$ cat src/rtl/pingpong_mem_ctrl_if.sv
// pingpong_mem_ctrl_if: producer/reader side of the ping-pong buffer.
// master = producer + reader, slave = controller.
interface pingpong_mem_ctrl_if #(
  parameter int DATA_WIDTH = 32,
  parameter int ADDR_WIDTH = 12
) ();
  logic                  wr_valid;
  logic [DATA_WIDTH-1:0] wr_data;
  logic                  wr_ready;
  logic                  rd_frame_avail;
  logic                  rd_req;
  logic [ADDR_WIDTH-1:0] rd_addr;
  logic                  rd_done;
  logic [DATA_WIDTH-1:0] rd_data;
  logic                  rd_data_valid;
  logic                  err;

  modport master (
    output wr_valid, wr_data,
    output rd_req, rd_addr, rd_done,
    input  wr_ready, rd_frame_avail,
    input  rd_data, rd_data_valid, err
  );

  modport slave (
    input  wr_valid, wr_data,
    input  rd_req, rd_addr, rd_done,
    output wr_ready, rd_frame_avail,
    output rd_data, rd_data_valid, err
  );
endinterface

$ cat src/rtl/pingpong_mem_ctrl.sv
// pingpong_mem_ctrl: two-bank ping-pong frame buffer over single-port SRAMs.
// Ports: clk, rst_n (sync, low), bus (slave), bank 1/2 cen_n/wen_n/addr/d/q.
module pingpong_mem_ctrl #(
  parameter int DATA_WIDTH = 32,
  parameter int ADDR_WIDTH = 12,
  parameter int FRAME_LEN  = 512,
  parameter int RD_LAT     = 1
) (
  input  logic                  clk,
  input  logic                  rst_n,
  pingpong_mem_ctrl_if.slave    bus,
  output logic                  cen_n_1,
  output logic                  wen_n_1,
  output logic [ADDR_WIDTH-1:0] addr_1,
  output logic [DATA_WIDTH-1:0] d_1,
  input  logic [DATA_WIDTH-1:0] q_1,
  output logic                  cen_n_2,
  output logic                  wen_n_2,
  output logic [ADDR_WIDTH-1:0] addr_2,
  output logic [DATA_WIDTH-1:0] d_2,
  input  logic [DATA_WIDTH-1:0] q_2
);
  typedef enum logic {
    EMPTY = 1'b0,
    FULL  = 1'b1
  } bank_st_t;

  // One extra bit so FRAME_LEN == 2^ADDR_WIDTH still compares
  localparam logic [ADDR_WIDTH:0] FL =
    (ADDR_WIDTH+1)'(FRAME_LEN);
  localparam logic [ADDR_WIDTH-1:0] LAST =
    ADDR_WIDTH'(FRAME_LEN - 1);

  bank_st_t st_q [2];
  bank_st_t st_d [2];

  logic                  wr_sel_q, wr_sel_d;
  logic                  rd_sel_q, rd_sel_d;
  logic [ADDR_WIDTH-1:0] wr_cnt_q, wr_cnt_d;
  logic                  err_q, err_d;
  logic [RD_LAT-1:0]     pv_q, pv_d;
  logic [RD_LAT-1:0]     ps_q, ps_d;

  logic wr_rdy, rd_av, rd_ok;
  logic wr_acc, wr_last, rd_acc, rel, bad;
  logic w1, w2, r1, r2;
  logic v_out, s_out;

  assign wr_rdy = (st_q[wr_sel_q] == EMPTY);
  assign rd_av  = (st_q[rd_sel_q] == FULL);
  assign rd_ok  = ({1'b0, bus.rd_addr} < FL);

  // Accepts are gated by rst_n so banks stay idle in reset
  assign wr_acc  = rst_n & bus.wr_valid & wr_rdy;
  assign rd_acc  = rst_n & bus.rd_req & rd_av & rd_ok;
  assign rel     = rst_n & bus.rd_done & rd_av;
  assign wr_last = wr_acc & (wr_cnt_q == LAST);

  assign bad = (bus.rd_req & ~(rd_av & rd_ok))
             | (bus.rd_done & ~rd_av);

  always_comb begin
    st_d     = st_q;
    wr_sel_d = wr_sel_q;
    rd_sel_d = rd_sel_q;
    wr_cnt_d = wr_cnt_q;
    err_d    = err_q | bad;
    if (wr_acc) begin
      wr_cnt_d = wr_cnt_q + ADDR_WIDTH'(1);
    end
    if (wr_last) begin
      st_d[wr_sel_q] = FULL;
      wr_cnt_d       = '0;
      wr_sel_d       = ~wr_sel_q;
    end
    // Writer and reader always own different banks
    if (rel) begin
      st_d[rd_sel_q] = EMPTY;
      rd_sel_d       = ~rd_sel_q;
    end
  end

  always_comb begin
    pv_d    = pv_q;
    ps_d    = ps_q;
    pv_d[0] = rd_acc;
    ps_d[0] = rd_sel_q;
    for (int i = 1; i < RD_LAT; i++) begin
      pv_d[i] = pv_q[i-1];
      ps_d[i] = ps_q[i-1];
    end
  end

  always_ff @(posedge clk) begin
    if (!rst_n) begin
      st_q[0]  <= EMPTY;
      st_q[1]  <= EMPTY;
      wr_sel_q <= 1'b0;
      rd_sel_q <= 1'b0;
      wr_cnt_q <= '0;
      err_q    <= 1'b0;
      pv_q     <= '0;
      ps_q     <= '0;
    end else begin
      st_q     <= st_d;
      wr_sel_q <= wr_sel_d;
      rd_sel_q <= rd_sel_d;
      wr_cnt_q <= wr_cnt_d;
      err_q    <= err_d;
      pv_q     <= pv_d;
      ps_q     <= ps_d;
    end
  end

  assign w1 = wr_acc & ~wr_sel_q;
  assign w2 = wr_acc &  wr_sel_q;
  assign r1 = rd_acc & ~rd_sel_q;
  assign r2 = rd_acc &  rd_sel_q;

  assign cen_n_1 = ~(w1 | r1);
  assign wen_n_1 = ~w1;
  assign addr_1  = w1 ? wr_cnt_q :
                   r1 ? bus.rd_addr : '0;
  assign d_1     = w1 ? bus.wr_data : '0;

  assign cen_n_2 = ~(w2 | r2);
  assign wen_n_2 = ~w2;
  assign addr_2  = w2 ? wr_cnt_q :
                   r2 ? bus.rd_addr : '0;
  assign d_2     = w2 ? bus.wr_data : '0;

  assign v_out = rst_n & pv_q[RD_LAT-1];
  assign s_out = ps_q[RD_LAT-1];

  assign bus.wr_ready       = wr_rdy;
  assign bus.rd_frame_avail = rd_av;
  assign bus.err            = err_q;
  assign bus.rd_data_valid  = v_out;
  assign bus.rd_data        = !v_out ? '0 :
                              (s_out ? q_2 : q_1);
endmodule

$ cat src/flat_wrapper.sv
// flat-port wrapper written by rule: the top's interface ports become plain ports
module pingpong_mem_ctrl_flat 
#(
  parameter int DATA_WIDTH = 32,
  parameter int ADDR_WIDTH = 12,
  parameter int FRAME_LEN  = 512,
  parameter int RD_LAT     = 1
)
  (clk, rst_n, cen_n_1, wen_n_1, addr_1, d_1, q_1, cen_n_2, wen_n_2, addr_2, d_2, q_2, bus_wr_valid, bus_wr_data, bus_rd_req, bus_rd_addr, bus_rd_done, bus_wr_ready, bus_rd_frame_avail, bus_rd_data, bus_rd_data_valid, bus_err);
  pingpong_mem_ctrl_if #(.DATA_WIDTH(DATA_WIDTH), .ADDR_WIDTH(ADDR_WIDTH)) bus_i ();
  input  logic clk;
  input  logic rst_n;
  output logic cen_n_1;
  output logic wen_n_1;
  output logic [ADDR_WIDTH-1:0] addr_1;
  output logic [DATA_WIDTH-1:0] d_1;
  input  logic [DATA_WIDTH-1:0] q_1;
  output logic cen_n_2;
  output logic wen_n_2;
  output logic [ADDR_WIDTH-1:0] addr_2;
  output logic [DATA_WIDTH-1:0] d_2;
  input  logic [DATA_WIDTH-1:0] q_2;
  input wire logic [$bits(bus_i.wr_valid)-1:0] bus_wr_valid;
  input wire logic [$bits(bus_i.wr_data)-1:0] bus_wr_data;
  input wire logic [$bits(bus_i.rd_req)-1:0] bus_rd_req;
  input wire logic [$bits(bus_i.rd_addr)-1:0] bus_rd_addr;
  input wire logic [$bits(bus_i.rd_done)-1:0] bus_rd_done;
  output wire logic [$bits(bus_i.wr_ready)-1:0] bus_wr_ready;
  output wire logic [$bits(bus_i.rd_frame_avail)-1:0] bus_rd_frame_avail;
  output wire logic [$bits(bus_i.rd_data)-1:0] bus_rd_data;
  output wire logic [$bits(bus_i.rd_data_valid)-1:0] bus_rd_data_valid;
  output wire logic [$bits(bus_i.err)-1:0] bus_err;
  assign bus_i.wr_valid = bus_wr_valid;
  assign bus_i.wr_data = bus_wr_data;
  assign bus_i.rd_req = bus_rd_req;
  assign bus_i.rd_addr = bus_rd_addr;
  assign bus_i.rd_done = bus_rd_done;
  assign bus_wr_ready = bus_i.wr_ready;
  assign bus_rd_frame_avail = bus_i.rd_frame_avail;
  assign bus_rd_data = bus_i.rd_data;
  assign bus_rd_data_valid = bus_i.rd_data_valid;
  assign bus_err = bus_i.err;
  pingpong_mem_ctrl #(.DATA_WIDTH(DATA_WIDTH), .ADDR_WIDTH(ADDR_WIDTH), .FRAME_LEN(FRAME_LEN), .RD_LAT(RD_LAT)) u_core (.clk(clk), .rst_n(rst_n), .bus(bus_i), .cen_n_1(cen_n_1), .wen_n_1(wen_n_1), .addr_1(addr_1), .d_1(d_1), .q_1(q_1), .cen_n_2(cen_n_2), .wen_n_2(wen_n_2), .addr_2(addr_2), .d_2(d_2), .q_2(q_2));
endmodule
$ cat config.mk
export PLATFORM = sky130hd
export DESIGN_NAME = pingpong_mem_ctrl_flat
export DESIGN_NICKNAME = d
export VERILOG_FILES = /design/src/rtl/pingpong_mem_ctrl_if.sv /design/src/rtl/pingpong_mem_ctrl.sv /design/src/flat_wrapper.sv
export SDC_FILE = /design/constraint.sdc
export NUM_CORES = 1
export LEC_CHECK = 0
export CAP_MARGIN = 20
export CORE_AREA = 5 5 102 95
export CTS_CLUSTER_SIZE = 10
export DETAILED_ROUTE_END_ITERATION = 10
export DIE_AREA = 0 0 107 100
export GPL_TIMING_DRIVEN = 0
export PLACE_DENSITY_LB_ADDON = 0.25
export SLEW_MARGIN = 20
export SYNTH_ARGS = -nofsm -noshare
export SYNTH_HDL_FRONTEND = slang
export SYNTH_SLANG_ARGS = --single-unit
$ cat constraint.sdc
create_clock -name clk -period 2.2 [get_ports clk]
set_clock_uncertainty 0.1 [all_clocks]
set_input_delay 0.55 -clock clk [delete_from_list [all_inputs] [get_ports clk]]
set_output_delay 0.55 -clock clk [all_outputs]
set_load 0.01 [all_outputs]
* Word-level counts from Yosys, hierarchy flattened
Index checks and enable logic that the tools add are counted.
Word-level totals: register bits after elaboration 19, latch bits 0, memory bits (writable) 0, bits in read-only memories 0, input port bits 113, output and inout bits 128, word-level logic and storage cells 73, memories kept 0
Cells by class: add/subtract/negate cells 1, multiply operators 0, divide/modulo/power cells 0, order comparisons 5, eq/ne operators 1, shift operators 0, mux-type cells 20, bitwise gates (word level) 35, reduce and logical (&&, ||, !) cells 3
Operators with widths (number):
- $mux W32 | 4
- $mux W12 | 4
- $and A1 B1 Y1 | 16
- $add A12 B1 Y12 const B | 1
- $eq A12 B9 Y1 const B | 1
- $lt A12 B10 Y1 const B | 1
- $not A1 Y1 | 10
- $mux W1 | 8
- $ge A2 B2 Y1 const B | 2
- $lt A2 B1 Y1 const B | 2
- $mux W2 | 2
- $not A1 Y2 | 2
- $or A1 B1 Y1 | 4
- $and A2 B2 Y2 | 1
- $demux W1 S1 | 2
- $logic_and A1 B1 Y1 | 2
- $not A2 Y2 | 1
- $or A2 B2 Y2 | 1
- $reduce_or A2 Y1 | 1

* Logic depth before layout (Yosys ltp)
word-level depth 10, mapped depth 7, mapped depth without buffers 5

* Least setup slack after synthesis
No wires, ideal clock.
path kind in2out, start point input bus_rd_addr[11], end point output addr_1[0], arrival time 1.695 ns, required time 1.550 ns, slack -0.145 ns, cell stages on the path 4, buffers on the path 0, cell sequence or3_1 nor3_2 nor3b_4 a22o_1
Between the ends: word-level cells in the longest chain between the ends 5
Ends and longest elaborated chain:
- start, declared | line flat_wrapper.sv:26 | input wire logic [$bits(bus_i.rd_addr)-1:0] bus_rd_addr;
- $lt A12 B10 Y1 | line pingpong_mem_ctrl.sv:51 | assign rd_ok = ({1'b0, bus.rd_addr} < FL);
- $and A1 B1 Y1 | line pingpong_mem_ctrl.sv:55 | assign rd_acc = rst_n & bus.rd_req & rd_av & rd_ok;
- $and A1 B1 Y1 | line pingpong_mem_ctrl.sv:117 | assign r1 = rd_acc & ~rd_sel_q;
- $mux W12 | line pingpong_mem_ctrl.sv:123 | r1 ? bus.rd_addr : '0;
- $mux W12 | line pingpong_mem_ctrl.sv:122 | assign addr_1 = w1 ? wr_cnt_q :
- end, declared | line flat_wrapper.sv:15 | output logic [ADDR_WIDTH-1:0] addr_1;
Every way passes these cells.

* Worst setup path in the final report
start point input bus_rd_addr[11], end point output addr_1[8]
Same word-level chain as after synthesis.

==> flow_summary.toml <==
[setup_path]
crit_path_end_kind = "output pin"
rr_startpoint = "u_core.wr_cnt_q[0]$_SDFFE_PP0N_"
cp_max_fo = 5
required_ns = 1.55
start_kind = "input pin"
critPathKind = "in2out"
worstReg2RegEnd = "u_core.wr_cnt_q[9]$_SDFFE_PP0N_"
crit_arrival_ns = 1.89
r2r_slack_ns = 0.25
reg2reg_depth = 6

[floorplan]
die_h_um = 100
fp.dieArea_um2 = 10700
die-width_um = 107
core_area_um2 = 8410
row_count = 32
start_util = 0.246
design.portCount = 241

[route]
viasPerCell = 4.73
drtIter0Drc = 95
drc = 0
wl_per_cell_um = 17.6
vias = 3026
drtPass1Iterations = 4
postRouteAntennaNets = 0
routed_wl_mm = 11.2

[yosys]
avgSynthCellArea_um2 = 7.52
syn_nets = 389
synth.distinct_cells = 40
syn_area_um2 = 2070
synth.area.top_cells = "and2_1, dfxtp_1, mux2i_1"
ys_ff_latch = 19
ys_seq_area_frac = 0.184
synth_top_area_cell = "and2_1"
yosys_warnings = 0
synthCells = 275
synth_top_area_frac = 0.215

[worst_hold_path]
min-delay-start = "u_core.wr_sel_q$_SDFFE_PN0N_"
hold_end = "u_core.wr_sel_q$_SDFFE_PN0N_"
hold_depth = 2
hp-class = "reg2reg"

[global_route]
track_usage = 0.186
grt_max_degree = 11
grt_remaining_overflow = 0
grt_pass1_wl_mm = 16.1
grt_pass1_vias = 3035
grt_antenna_before_repair = 0

[run_status]
status = "finished, violations left"
failed_checks = "setup timing"

[timing]
hold_violations = 0
clock.fmax_ghz = 0.394
setup_viol = 46
tightest_slew_ns = 0.385
rsz0062_at_grt = "yes"
fin_ws_ns = -0.338
slew-limit-headroom = 0.741
period_share = 1.15
setup-tns-final_ns = -7.60
finalCriticalPeriod_ns = 2.54
drv_slew = 0

[cts]
clkTransAtPathRegs_ns = 0.07
hold_buffers = 0
h-tree-depth = 1
numCtsBuffers = 3
root_buffer = "clkbuf_8"
cts_tree = "yes"
clock-sinks = 19
clk_latency_ns = 0.26
cts_buffer_depth = 2

[power_and_ir_drop]
peakVddDrop_v = 0.000247
p_leak_nw = 2.29
p_per_area_nw_per_um2 = 191

[flow_run]
maxCapViolCount = 0

[placement]
hpwl_mm = 8.89
port_buffers = 239
gp_congestion = 0.816
place_area_um2 = 4620

[cells_and_area]
fin_area_um2 = 5080
nNetsFinal = 653
syn2layout_area_growth_pct = 146
drive_above_1_share = 0.327
fin_util = 0.605
insertedDiodeCount = 0
## cell usage in the layout (no fill, tap or decap), types with 3 or more instances in the layout
cell / instances
dfxtp_1: 16
clkdlybuf4s15_1: 5
nand4_1: 4
xor2_1: 4
buf_8: 7
inv_1: 4
xnor2_1: 5
clkbuf_8: 8
nand3_1: 5
a22o_1: 18
and2_1: 40
a21oi_1: 6
mux2i_1: 33
buf_4: 14
buf_2: 23
clkbuf_16: 3
clkdlybuf4s50_1: 107
nor2_1: 47
and2_4: 31
dfxtp_2: 3
clkdlybuf4s15_2: 22
buf_6: 45
dlygate4sd2_1: 42
## worst max-delay path, cell delays in order
cell	delay (ns)
buf_6	0.09
or3_4	0.40
nor3_4	0.17
nor3b_4	0.26
buf_6	0.16
a22o_1	0.12
buf_2	0.13
## repair_timing
action                                  4_1_cts  5_1_grt
gates cloned                                  3        4
pin swaps                                    11       33
buffers inserted                             14        6
endpoints found under the setup margin      127       88
gates resized for setup                     416       94
## cell usage after synthesis (all sizes together)
cell and n:
nor4 1, and2 71, and4 2, a21oi 6
clkbuf 10, buf 11, and3 2, a2bb2oi 2
xnor2 5, nand3 7, dfxtp 19, ha 1
nand4 4, a311oi 1, o31ai 2, nand2b 1
o21ai 3, nor3 4, or4 2, a22o 18
mux2i 34, mux2 1, nor2 47, xor2 4
nand2 5, nor3b 3, inv 6, or3 2
nor4b 1
## routing by layer
metal  share of wire  up-vias  wire [um]  track usage
met5               0        -          0            0
met4           0.016        0        179       0.0423
met3            0.11       12       1200       0.0630
met2            0.50      176       5640        0.335
met1            0.38     1365       4220        0.214
li1                -     1473          -            -
## sequential cells by signal (all words and copies together) (netlist names)
| register | count |
|---|---|
| u_core.bus.err | 1 |
| u_core.pv_q | 1 |
| u_core.ps_d | 1 |
| u_core.wr_cnt_q | 12 |
| u_core.ps_q | 1 |
| u_core.wr_sel_q | 1 |
| u_core.st_q | 2 |
## worst max path at each step
stage                 end  slack, ns  cells after the start             from
2_1_floorplan   addr_2[0]      -0.09                      7            rst_n
3_3_place_gp   addr_1[10]      -1.37                      7     bus_wr_valid
3_5_place_dp      d_2[28]      -1.35                      6     bus_wr_valid
4_1_cts         addr_1[0]      -0.43                      8   bus_rd_addr[9]
5_1_grt         addr_1[0]      -0.41                      7  bus_rd_addr[11]
6_report        addr_1[8]      -0.34                      7  bus_rd_addr[11]
## area by class of cell
class | instances | area, um^2
fillers | 774 | 3320
inverters | 6 | 27.5
clock buffers | 4 | 45.0
well taps | 102 | 128
flip-flops and latches | 19 | 384
plain buffers | 19 | 233
repair buffers | 260 | 2550
multi-input cells | 230 | 1710
## metrics by stage
step	power [mW]	instances	setup WS (ns)	hold WS, ns
global placement	0.710	616	-1.37	0.410
global route	1.02	640	-0.413	0.464
finish	0.973	640	-0.338	0.429
detailed placement	0.717	616	-1.35	0.418
floorplan	0.442	275	-0.0941	0.368
CTS	0.960	635	-0.426	0.427
## power by group
part / internal, mW / switching (mW)
Sequential: 0.347 / 0.00411
Combinational: 0.262 / 0.113
Clock: 0.129 / 0.117
## logic make-up (layout without fill, tap and decap cells)
family,Yosys count,count (layout),share of synthesized area
AND/OR/NAND/NOR,152,153,0.420
adder cells (fa/ha/maj),1,1,0.00605
multiplexers,35,35,0.172
buffers and inverters,27,289,0.0623
flip-flops,19,19,0.184
AO/OA/AOI/OAI,32,32,0.118
XOR/XNOR,9,9,0.0381
Power figures use the tool's default switching activity.
